===== src/rtl/fir_pkg.sv =====
// Shared FIR constants and types used by the filter and its downstream decimator.
package fir_pkg;
    localparam int BIT_PREC       = 8;
    localparam int OUT_SIZE       = 16;
    localparam int DECIM_DEF      = 4;
    localparam int FIFO_DEPTH_DEF = 8;

    typedef logic signed [BIT_PREC-1:0] sample_t;
endpackage


===== src/rtl/fir_sync_fifo.sv =====
// Single-clock FIFO whose read/write pointers carry an extra wrap bit, so full and empty can be told apart.
module fir_sync_fifo
    import fir_pkg::*;
#(
    parameter int W     = 8,
    parameter int DEPTH = 8
) (
    input  logic                   clk,
    input  logic                   rst,
    input  logic                   push,
    input  logic                   pop,
    input  logic [W-1:0]           din,
    output logic [W-1:0]           dout,
    output logic                   full,
    output logic                   empty,
    output logic [$clog2(DEPTH):0] level
);
    localparam int AW = $clog2(DEPTH);

    logic [W-1:0] mem [DEPTH];
    logic [AW:0]  wr_ptr;
    logic [AW:0]  rd_ptr;
    logic         do_push;
    logic         do_pop;

    assign level   = wr_ptr - rd_ptr;
    assign empty   = (wr_ptr == rd_ptr);
    assign full    = (level == (AW+1)'(DEPTH));
    assign do_pop  = pop && !empty;
    // A push into a full FIFO still lands when the head leaves on the same edge.
    assign do_push = push && (!full || do_pop);
    assign dout    = empty ? '0 : mem[rd_ptr[AW-1:0]];

    always_ff @(posedge clk) begin
        if (rst) begin
            wr_ptr <= '0;
            rd_ptr <= '0;
        end else begin
            if (do_push) wr_ptr <= wr_ptr + 1'b1;
            if (do_pop)  rd_ptr <= rd_ptr + 1'b1;
        end
    end

    always_ff @(posedge clk) begin
        if (do_push) mem[wr_ptr[AW-1:0]] <= din;
    end
endmodule


===== src/rtl/fir_decim.sv =====
// Decimates the full-precision FIR output, rounds it half-up to output width and queues it for a valid/ready sink.
// Define FIR_DECIM_SAT_EN to clamp out-of-range results (and pulse sat) instead of wrapping.
module fir_decim
    import fir_pkg::*;
#(
    parameter int IN_W  = OUT_SIZE,
    parameter int OUT_W = BIT_PREC,
    parameter int SHIFT = OUT_SIZE - BIT_PREC,
    parameter int DECIM = DECIM_DEF,
    parameter int DEPTH = FIFO_DEPTH_DEF
) (
    input  logic                   clk,
    input  logic                   rst,
    input  logic                   in_valid,
    input  logic [IN_W-1:0]        in_data,
    output logic [OUT_W-1:0]       m_data,
    output logic                   m_valid,
    input  logic                   m_ready,
    output logic [$clog2(DEPTH):0] level,
    output logic                   overflow,
    output logic                   sat
);
    localparam int PH_W = (DECIM > 1) ? $clog2(DECIM) : 1;
    localparam logic signed [IN_W:0] RND = (IN_W+1)'(2 ** (SHIFT - 1));

    logic [PH_W-1:0]         phase;
    logic                    keep;
    logic signed [IN_W:0]    in_ext;
    logic signed [IN_W:0]    sum;
    logic signed [IN_W:0]    rnd;
    logic [OUT_W-1:0]        narrow;
    logic                    clamp;
    logic                    stg_vld;
    logic [OUT_W-1:0]        stg_data;
    logic                    stg_sat;
    logic                    fifo_full;
    logic                    fifo_empty;
    logic                    pop;

    assign keep   = in_valid && (phase == '0);
    // One extra bit of headroom keeps the rounding increment from overflowing.
    assign in_ext = $signed({in_data[IN_W-1], in_data});
    assign sum    = in_ext + RND;
    assign rnd    = sum >>> SHIFT;

`ifdef FIR_DECIM_SAT_EN
    localparam logic signed [IN_W:0] MAXV = (IN_W+1)'((2 ** (OUT_W - 1)) - 1);
    localparam logic signed [IN_W:0] MINV = (IN_W+1)'(-(2 ** (OUT_W - 1)));

    always_comb begin
        narrow = OUT_W'(rnd);
        clamp  = 1'b0;
        if (rnd > MAXV) begin
            narrow = OUT_W'(MAXV);
            clamp  = 1'b1;
        end else if (rnd < MINV) begin
            narrow = OUT_W'(MINV);
            clamp  = 1'b1;
        end
    end
`else
    assign narrow = OUT_W'(rnd);
    assign clamp  = 1'b0;
`endif

    assign m_valid = !fifo_empty;
    assign pop     = m_valid && m_ready;
    assign sat     = stg_sat;

    always_ff @(posedge clk) begin
        if (rst) begin
            phase    <= '0;
            stg_vld  <= 1'b0;
            stg_data <= '0;
            stg_sat  <= 1'b0;
            overflow <= 1'b0;
        end else begin
            if (in_valid) begin
                if (phase == PH_W'(DECIM - 1)) phase <= '0;
                else                          phase <= phase + 1'b1;
            end
            stg_vld  <= keep;
            stg_data <= narrow;
            stg_sat  <= keep && clamp;
            if (stg_vld && fifo_full && !pop) overflow <= 1'b1;
        end
    end

    fir_sync_fifo #(
        .W     (OUT_W),
        .DEPTH (DEPTH)
    ) u_fifo (
        .clk   (clk),
        .rst   (rst),
        .push  (stg_vld),
        .pop   (pop),
        .din   (stg_data),
        .dout  (m_data),
        .full  (fifo_full),
        .empty (fifo_empty),
        .level (level)
    );
endmodule

===== config.mk =====
export PLATFORM = sky130hd
export DESIGN_NAME = fir_decim
export DESIGN_NICKNAME = d
export VERILOG_FILES = /design/src/rtl/fir_pkg.sv /design/src/rtl/fir_sync_fifo.sv /design/src/rtl/fir_decim.sv
export SDC_FILE = /design/constraint.sdc
export NUM_CORES = 1
export LEC_CHECK = 0
export ABC_AREA = 0
export BUFFER_PORTS_ARGS = -buffer_cell sky130_fd_sc_hd__buf_2
export CAP_MARGIN = 20
export CORE_MARGIN = 5
export CORE_UTILIZATION = 40
export CTS_CLUSTER_SIZE = 25
export DETAILED_ROUTE_END_ITERATION = 8
export PLACE_DENSITY = 0.6
export SLEW_MARGIN = 10
export SYNTH_ARGS = -nofsm -noshare
export SYNTH_HDL_FRONTEND = slang
export SYNTH_SLANG_ARGS = --single-unit

===== constraint.sdc =====
create_clock -name clk -period 3.6 [get_ports clk]
set_clock_uncertainty 0.15 [all_clocks]
set_input_delay 0 -clock clk [delete_from_list [all_inputs] [get_ports clk]]
set_output_delay 0 -clock clk [all_outputs]
set_load 0.01 [all_outputs]

==> metrics.txt <==
number of instances in the synthesized netlist=around 230; Final TNS setup=0 ns; Max Clock Freq=~0.32 GHz; Synth Area per Inst=between 15 and 20 sq um; Post-synth top flop=edfxtp_1; WHS Endpoint=stg_data[1]; Crit path buffers/inverters=3; cell area after synthesis=about 3500 sq um; Die Outline Area=approximately 11,000 sq um; detail-routed net length per standard cell=between 15 and 20 microns; via count of the first global-routing pass=about 2,000; Num Clock Sinks=a little under 90; final wirelength=between 6000 and 7000 microns; share of total power in combinational logic=approximately 17%; final critical-path share of the clock period=between 80% and 90%; cell-internal power=about 1.6 mW; syn nets=roughly 260; register bit total from synthesis=87; CTS tree=built; chip width=104 microns; category of the worst setup path capture point=flip-flop; sequential share of the synthesized area=between 60% and 70%; DPL Wire Length=between 4000 and 5000 microns; FF-to-FF Start=u_fifo.wr_ptr[0]; ratio of cells with drive above 1 in the final layout=around a quarter; # nets final=approximately 310; fraction of power spent switching nets=between 20% and 30%; Distinct cells, synth=33; number of search-and-repair iterations in the first detailed-routing pass=4; top cells by area, synth=edfxtp_1, dfxtp_1, mux4_2, nor2_1, mux2i_1; global-route wire length before repair=a little over 10,000 microns; Crit path largest cell delay=about 0.51 ns; PD cells=a little over 500 nW/um^2; final weighted congestion of routability-driven global placement=~0.75; status=complete, no violations; antenna violations before repair=0; CP dominant cell by count=inv_1; max-capacitance violation count=0; sequential cell fraction of total power=52.6%; overall via count from detail_route=about 2,000; I/O pin cnt=35; All-Layer GR Usage=approximately an eighth; area share of the largest cell type after synthesis=between 50% and 60%; Remaining Overflow, GRT=0; post-layout min period=slightly above 3 ns; Switch Pwr=around 0.55 mW; share of flip-flops with an asynchronous set or reset=0%; max_slew headroom=roughly 34%; ratio of routed vias to standard cells=a little under 5; cell with the biggest individual delay on the critical path=o41ai_4; kind of cell adding the most delay to the critical path=simple AND/OR/NAND/NOR gates; Initial Util=between 40% and 50%; number of buffers inserted during clock tree synthesis=9; number of nets with antenna violations after detailed routing=0; die boundary height=approximately 100 microns; Antenna Diode Count=0; Reg2Reg Depth=9; unrepaired setup endpoints after global routing=false; worst hold slack=approximately 0.016 ns; HP Class=in2reg; maximum root-to-sink buffer count=2; PortBufs=26; leakage dissipation=between 1 and 1.5 nW; endpoints failing setup=0; worst hold path cell count=4; violation count after the first detailed-route iteration=73; count of final max-slew check failures=0; Post-Route Utilization=about half; largest vdd supply drop=approximately 0.00023 V; fillcell total=about 770; cell area after placement=3810 sq um; cell taking the most area after synthesis=edfxtp_1; number of cell rows=34; source-to-sink clock delay at the later pin of the worst-skew pair=roughly 0.34 ns; transition time at the pin with the least slew margin=between 0.9 and 1 ns; clock input transition at the sequential cells of the worst setup and hold paths=~0.08 ns; remaining design rule violation count=0; number of enable-type register cells in the synthesized netlist=between 60 and 70; kind of start point of the critical path=flip-flop; Arrival @ worst endpoint=3.04 ns; Clock Root Buffer=clkbuf_8; H-tree level count=3; pin count of the biggest net entering global routing=23; top fanout value on the critical path=7; worst flop-to-flop path endpoint=u_fifo.mem[6][4]; CP cell instances=inv_1 > ha_1 > inv_1 > fa_1 > or3_4 > o41ai_4 > or2_2 > nor2_1 > buf_4; internal reg-to-reg setup slack=approximately 0.52 ns; portion of total power attributed to the clock network=about 31%; critical path class=reg2reg; min-delay src=in_data[7]; total non-filler cell area in the finished layout=4230 sq um; Worst EP required=3.56 ns; area grow syn2layout=19.3%; placeable core area=between 8000 and 9000 sq um; Final Hold Fails=0; number of warnings reported in the yosys synthesis log=0
logic make-up (layout without fill, tap and decap cells):
family	after synthesis	count (layout)	share of synthesized area (%)
simple gates	62	62	8.29
other cells	1	1	0.106
buf+inv	18	79	2.08
xor+xnor	10	10	2.47
mux	28	28	13.7
flops	87	87	67.2
compound gates	14	14	2.79
fa+ha+maj	9	9	3.39
worst max path at each step:
| stage | start | end | slack (ns) | cells past startpoint |
|---|---|---|---|---|
| global route | u_fifo.wr_ptr[0] | u_fifo.mem[6][6] | 0.35 | 9 |
| global placement | u_fifo.wr_ptr[0] | u_fifo.mem[6][7] | 0.55 | 9 |
| CTS | u_fifo.wr_ptr[0] | u_fifo.mem[6][5] | 0.51 | 9 |
| finish | u_fifo.wr_ptr[0] | u_fifo.mem[6][4] | 0.52 | 9 |
| floorplan | u_fifo.wr_ptr[0] | u_fifo.mem[4][0] | 0.57 | 9 |
| detailed placement | u_fifo.wr_ptr[0] | u_fifo.mem[6][7] | 0.53 | 9 |
power by group through the flow:
stage                     Combinational, mW  Sequential [mW]  Clock [mW]
after CTS                             0.371             1.14       0.685
after detailed placement              0.350             1.16           0
after global routing                  0.404             1.14       0.729
after floorplan                       0.252             1.15           0
final                                 0.363             1.14       0.660
after global placement                0.346             1.16           0
flip-flops by register name, indices dropped and copies added, names as in the netlist, named ones only:
name	count
u_fifo.wr_ptr	4
stg_data	8
phase	2
stg_vld	1
u_fifo.rd_ptr	4
u_fifo.mem	64
overflow	1
stage by stage:
step / power (mW) / cells / setup WS, ns
floorplan: 1.40 / 229 / 0.568
global placement: 1.50 / 360 / 0.546
detailed placement: 1.51 / 360 / 0.527
CTS: 2.19 / 398 / 0.506
global route: 2.27 / 398 / 0.346
finish: 2.16 / 398 / 0.523
per-layer routing:
layer	routed length, microns	track usage [%]	vias to the layer above
li1	-	-	958
met1	2820	15.4	958
met2	3200	20.3	32
met3	191	2.67	5
met4	70	5.55	0
met5	0	0	-
worst reg2reg max path: stages, from the launching register on:
cell and delay [ns]:
dfxtp_1 0.44, inv_1 0.12, ha_1 0.21, inv_1 0.07, fa_1 0.42, or3_4 0.40, o41ai_4 0.51, or2_2 0.22
nor2_1 0.12, buf_4 0.19
synthesized netlist by cell type, drive strengths merged (5+ instances only):
master and number:
buf 6, nand3 5, inv 10, nor2 31, dfxtp 23, xor2 6
or3 5, edfxtp 64, nand2 7, ha 8, mux4 16, a21oi 7
mux2i 11
placed cells by master (no fill, tap or decap), drive strengths merged, types with 2 or more instances in the layout:
| master | instances |
|---|---|
| xnor2 | 4 |
| nor2b | 3 |
| a21oi | 7 |
| nor3 | 3 |
| dlygate4sd3 | 22 |
| edfxtp | 64 |
| mux4 | 16 |
| dfxtp | 23 |
| mux2i | 11 |
| inv | 11 |
| clkbuf | 10 |
| or3 | 5 |
| o21ai | 4 |
| and3 | 2 |
| ha | 8 |
| nand3 | 5 |
| clkinvlp | 3 |
| nor2 | 31 |
| buf | 31 |
| xor2 | 6 |
| nand2b | 3 |
| nand2 | 7 |
area by class of cell:
| type | count | area, sq um | area share, % |
|---|---|---|---|
| timing repair buffer | 53 | 388 | 9.17 |
| tap | 108 | 135 | 3.19 |
| multi-input combinational | 124 | 1090 | 25.8 |
| sequential | 87 | 2380 | 56.3 |
| clock buffer | 10 | 128 | 3.02 |
| clock inverter | 6 | 70.1 | 1.66 |
| inverter | 10 | 37.5 | 0.887 |
repair_timing:
action                                 in CTS  in global routing
resized for setup                           0                  0
endpoints found under the hold margin      22                  0
buffers inserted                            0                  0
hold buffers                               22                  0
Power figures use the tool's default switching activity.
